File: src/rtl/banked_array.sv
// Set-associative data/valid array with byte-masked writes, 1-cycle registered reads with
// same-cycle write forwarding, and a flush sweep that invalidates one set per cycle.
module banked_array #(
  parameter int unsigned s_index  = 3,
  parameter int unsigned width    = 32,
  parameter int unsigned num_ways = 2
) (
  input  logic                      clk,
  input  logic                      rst,
  input  logic                      read,
  input  logic [s_index-1:0]        rindex,
  input  logic                      load,
  input  logic [s_index-1:0]        windex,
  input  logic [num_ways-1:0]       wway,
  input  logic [width/8-1:0]        wmask,
  input  logic [width-1:0]          datain,
  input  logic                      flush,
  output logic [num_ways*width-1:0] dataout,
  output logic [num_ways-1:0]       validout,
  output logic                      busy
);

  localparam int unsigned num_sets = 2 ** s_index;
  localparam int unsigned nbytes   = width / 8;
  localparam logic [s_index-1:0] last_set = '1;

  typedef enum logic {StIdle, StSweep} state_e;

  state_e                                      state_q, state_d;
  logic [s_index-1:0]                          cnt_q, cnt_d;
  logic [num_sets-1:0][num_ways-1:0][width-1:0] data_q, data_d;
  logic [num_sets-1:0][num_ways-1:0]           valid_q, valid_d;
  logic [num_ways*width-1:0]                   dataout_d;
  logic [num_ways-1:0]                         validout_d;
  logic                                        do_write, do_read;

  assign busy = (state_q == StSweep);
  // A load coinciding with the flush request is dropped; the read still sees pre-flush data.
  assign do_write = load & ~busy & ~flush;
  assign do_read  = read & ~busy;

  always_comb begin
    state_d = state_q;
    cnt_d   = cnt_q;
    unique case (state_q)
      StIdle: begin
        if (flush) begin
          state_d = StSweep;
          cnt_d   = '0;
        end
      end
      StSweep: begin
        if (cnt_q == last_set) begin
          state_d = StIdle;
          cnt_d   = '0;
        end else begin
          cnt_d = cnt_q + 1'b1;
        end
      end
      default: state_d = StIdle;
    endcase
  end

  always_comb begin
    data_d  = data_q;
    valid_d = valid_q;
    if (do_write) begin
      for (int unsigned w = 0; w < num_ways; w++) begin
        if (wway[w]) begin
          for (int unsigned b = 0; b < nbytes; b++) begin
            if (wmask[b]) data_d[windex][w][8*b +: 8] = datain[8*b +: 8];
          end
          valid_d[windex][w] = 1'b1;
        end
      end
    end
    if (state_q == StSweep) valid_d[cnt_q] = '0;
  end

  // Reading from the next-state array gives write-to-read forwarding for free.
  always_comb begin
    dataout_d  = dataout;
    validout_d = validout;
    if (do_read) begin
      for (int unsigned w = 0; w < num_ways; w++) begin
        dataout_d[w*width +: width] = data_d[rindex][w];
      end
      validout_d = valid_d[rindex];
    end
  end

  always_ff @(posedge clk or negedge rst) begin
    if (!rst) begin
      state_q  <= StIdle;
      cnt_q    <= '0;
      data_q   <= '0;
      valid_q  <= '0;
      dataout  <= '0;
      validout <= '0;
    end else begin
      state_q  <= state_d;
      cnt_q    <= cnt_d;
      data_q   <= data_d;
      valid_q  <= valid_d;
      dataout  <= dataout_d;
      validout <= validout_d;
    end
  end

endmodule
File: config.mk
export PLATFORM = sky130hd
export DESIGN_NAME = banked_array
export DESIGN_NICKNAME = d
export VERILOG_FILES = /design/src/rtl/banked_array.sv
export SDC_FILE = /design/constraint.sdc
export NUM_CORES = 1
export LEC_CHECK = 0
export BUFFER_PORTS_ARGS = -buffer_cell sky130_fd_sc_hd__buf_4
export CORE_ASPECT_RATIO = 1.75
export CORE_MARGIN = 2
export CORE_UTILIZATION = 62
export DETAILED_ROUTE_END_ITERATION = 10
export PLACE_DENSITY_LB_ADDON = 0.08
export SETUP_SLACK_MARGIN = 0.05
export SKIP_LAST_GASP = 1
export SLEW_MARGIN = 10
export SYNTH_ARGS = -nofsm -noshare
export SYNTH_HDL_FRONTEND = slang
export SYNTH_SLANG_ARGS = --single-unit
export TNS_END_PERCENT = 100
File: constraint.sdc
create_clock -name clk -period 3.3 [get_ports clk]
set_input_delay 0.495 -clock clk [delete_from_list [all_inputs] [get_ports clk]]
set_output_delay 0.495 -clock clk [all_outputs]
set_load 0.02 [all_outputs]
# Word level (Yosys, flattened, before mapping)
# Cells that the tools add are included.
totals:
  ff_bits: 598
  in_bits: 49
  out_inout_bits: 67
classes:
  n_mux: 69
  magnitude_cmp: 5
  bitwise_logic: 9
  eq_ne: 2
  n_reduce_logical: 2
  n_addsub: 1
ops:
  columns: ["operator", "count"]
  rows:
  - ["$mux W512", 24]
  - ["$bwmux W512", 8]
  - ["$demux W64 S3", 8]
  - ["$bmux W64 S3", 1]
  - ["$mux W64", 2]
  - ["$mux W16", 6]
  - ["$mux W56", 1]
  - ["$mux W48", 1]
  - ["$mux W40", 1]
  - ["$mux W32", 1]
  - ["$or A16 B16 Y16", 2]
  - ["$mux W24", 1]
  - ["$demux W2 S3", 3]
  - ["$and A16 B16 Y16", 1]
  - ["$not A16 Y16", 1]
  - ["$lt A3 B4 Y1 const B", 3]
  - ["$mux W8", 1]
  - ["$bmux W2 S3", 1]
  - ["$ge A3 B1 Y1 const B", 2]
  - ["$mux W2", 3]
  - ["$mux W3", 2]
  - ["$pmux W3 S2", 1]
  - ["$add A3 B1 Y3 const B", 1]
  - ["$and A1 B1 Y1", 3]
  - ["other kinds (6)", 10]

# Depth between registers and ports, before layout
depth:
  depth_word: 38
  depth_mapped: 10
  depth_no_buf: 6

# Worst setup path after synthesis
# Ideal clock, no wire load.
synth_timing:
  kind: "input-to-reg"
  startpoint: "input windex[1]"
  endpoint: "register dataout[32]"
  setup_ps: 124
  path_stages: 7
  path_buffers: 2
  setup_slack_ps: 602
  arrival_ps: 2574
  path_cell_list: "buf_6 > or4b_4 > buf_6 > nor3_2 > mux2_2 > a221o_1 > o31a_1"
synth_lines:
  columns: ["element", "line_no", "rtl"]
  rows:
  - ["from (decl)", "13", "input logic [s_index-1:0] windex,"]
  - ["to (signal assigned)", "105", "dataout <= dataout_d;"]
  - ["to (decl)", "18", "output logic [num_ways*width-1:0] dataout,"]

==> results.yml <==
outcome:
  status: "finished clean"
worst_setup_path:
  end_kind: "flip-flop"
  crit_slowest_cell: "dfrtp_1"
  max_stage_delay_ns: 0.49
  crit_arrival_ns: 3.28
  cp-start-kind: "flip-flop"
  path_cells: "nor4bb_4, buf_4, nand3_1, mux2_2, a22o_1, a211oi_1, a211oi_1"
  worstPathRequired_ns: 3.73
  path_buf_inv: 1
  path_class: "reg -> reg"
  cp_max_fo: 10
  critical-path-top-delay-family: "simple AND/OR/NAND/NOR gates"
  cpMostUsedCell: "a211oi_1"
timing:
  final.period_utilization_pct: 86.4
  fin_tns_setup_ns: 0
  max_clock_freq_ghz: 0.351
  fin_ws_ns: 0.448
  rsz0062_at_grt: "false"
  holdWs_ns: 0.216
  max-slew-margin-rel_pct: 29.9
  min_period_ns: 2.85
  hold_viol: 0
  finalClockSkew_ns: 0.00820
  setup_viol: 0
  tightest_slew_ns: 1.05
  drv_slew: 0
global_route:
  antenna_found_initial: 0
  grt_pass1_wl_um: 104000
  grt_pass1_vias: 18222
  grt_max_degree: 112
  track_usage_pct: 30.2
  overflow: 0
clock_network:
  cts_tree: "yes"
  clk_latency_ns: 0.57
  clkTransAtPathRegs_ns: 0.06
  numCtsBuffers: 52
  clockBufferDepth: 3
  cts_sinks: 598
  htreeDepth: 2
  cts_root_buffer: "clkbuf_16"
floorplanning:
  core_area_um2: 41600
  initial_core_util_pct: 62.7
  pin_count: 116
  die_h_um: 275
  die_x_um: 159
  die_area_um2: 43800
  rows: 99
power:
  power_density_nw_per_um2: 655
  p_leak_nw: 14.4
  peakVddDrop_mv: 0.713
final_layout:
  diodes: 0
  syn_to_final_growth_pct: 13.5
  drive_gt1_share_pct: 38.9
  fin_nets: 2152
  layout_common_cells: "dfrtp_1, mux2_2, buf_4"
  layout_commonest_cell: "dfrtp_1"
logic_synthesis:
  ys_seq_area_share_pct: 57.4
  ys_ff_latch: 598
  synth_area_leaders: "dfrtp_1, mux2_2, a21oi_1, a22oi_1, clkbuf_1"
  yosysWarnings: 0
  synth.cell_area_um2: 26100
  synth.distinct_cells: 62
  synthArstFlopShare_pct: 100
  syn-num-nets: 2043
  synth_cells: 1992
  synth_flop_cell: "dfrtp_1"
  synth_top_cell_by_area: "dfrtp_1"
  synth_top_area_share_pct: 57.4
  synth-edff-count: 0
  avgSynthCellArea_um2: 13.1
place:
  dp_hpwl_um: 40300
  dpl_worst_slack_ns: 0.367
  numPortBuffers: 115
  place_congestion: 0.860
route:
  drtIter0Drc: 1347
  ant_nets: 0
  drt_pass1_iterations: 5
  drt-wirelength-per-cell_um: 24.3
  routed_wl_um: 65400
  drc: 0
  vias_per_cell: 6.43
  vias: 17292
worst_hold_path:
  hold_class: "in -> reg"
run:
  maxCapViolCount: 0
## where the power goes
part	internal [W]	leakage (nW)	switching [W]	total (W)
logic	0.00186	5.36	0.00233	0.00420
clock network	0.00352	0.844	0.00262	0.00614
registers	0.00846	8.15	0.000593	0.00905
## cell type report
type,instances,area (um2)
clock buffers,81,1590
clock inverters,8,115
fillers,2993,12000
inverters,4,15.0
multi-input cells,1254,10600
flip-flops and latches,598,15000
well taps,555,694
repair buffers,191,1640
## cells in the mapped netlist, types with 11 or more instances
library cell  count
buf_2            18
mux2_2          499
a22oi_1          61
and2_1           22
nand3_1          22
a22o_1           41
nor2b_1          11
nor2_1           70
a221o_1          29
nor3_2           26
clkbuf_1        113
a211oi_1         19
a222oi_1         12
dfrtp_1         598
nand2_1         111
a21oi_1         135
o22ai_1          15
a221oi_1         15
and3_1           13
a31oi_1          25
## per-stage QoR
stage	util [%]	std cells	power, W	cell area (um2)
floorplan	-	1992	0.0116	26100
global placement	67.0	2601	0.0132	27900
finish	71.2	2691	0.0194	29600
detailed placement	67.0	2601	0.0134	27900
global route	71.2	2691	0.0202	29600
CTS	71.2	2691	0.0195	29600
## worst register-to-register path, cell delays in order, from the launching register on
cell      delay (ns)
dfrtp_1         0.49
nor4bb_4        0.34
buf_4           0.21
nand3_1         0.44
mux2_2          0.46
a22o_1          0.22
a211oi_1        0.45
a211oi_1        0.11
## layer usage
metal / share of wire, % / vias up / track usage (%)
met2: 52 / 466 / 54.0
met4: 3.0 / 0 / 10.8
met5: 0 / - / 0
met3: 4.7 / 122 / 3.80
met1: 40 / 9166 / 38.2
li1: - / 7538 / -
## flip-flops by register name, summed over array words and instances (netlist names)
name	count
cnt_q	3
validout	2
dataout	64
valid_q	16
busy	1
data_q	512
## timing repair
item / in CTS / in global routing
endpoints found under the setup margin: 0 / 0
hold buffers: 1 / 0
resized for setup: 0 / 0
endpoints found under the hold margin: 48 / 0
setup buffers: 0 / 0
## final timing paths
check / from / to / slack (ns) / depth (start not counted)
min reg2reg: data_q[314]$_DFF_PN0_ / data_q[314]$_DFF_PN0_ / 0.47 / 2
max reg2reg: busy$_DFF_PN0_ / dataout[12]$_DFFE_PN0P_ / 0.45 / 7
min: flush / cnt_q[1]$_DFFE_PN0P_ / 0.22 / 2
max: busy$_DFF_PN0_ / dataout[12]$_DFFE_PN0P_ / 0.45 / 7
min in group asynchronous: rst / data_q[301]$_DFF_PN0_ / 0.45 / 2
max in group asynchronous: rst / data_q[259]$_DFF_PN0_ / 1.71 / 4
## logic make-up (layout without fill, tap and decap cells)
group	after synthesis	count (layout)	share of synthesized area, %
flip-flops	598	598	57.4
adder cells (fa/ha/maj)	2	2	0.0959
AO/OA/AOI/OAI	408	408	11.1
AND/OR/NAND/NOR	343	343	7.57
multiplexers	501	501	21.6
buffers and inverters	140	284	2.22
Power figures use the tool's default switching activity.
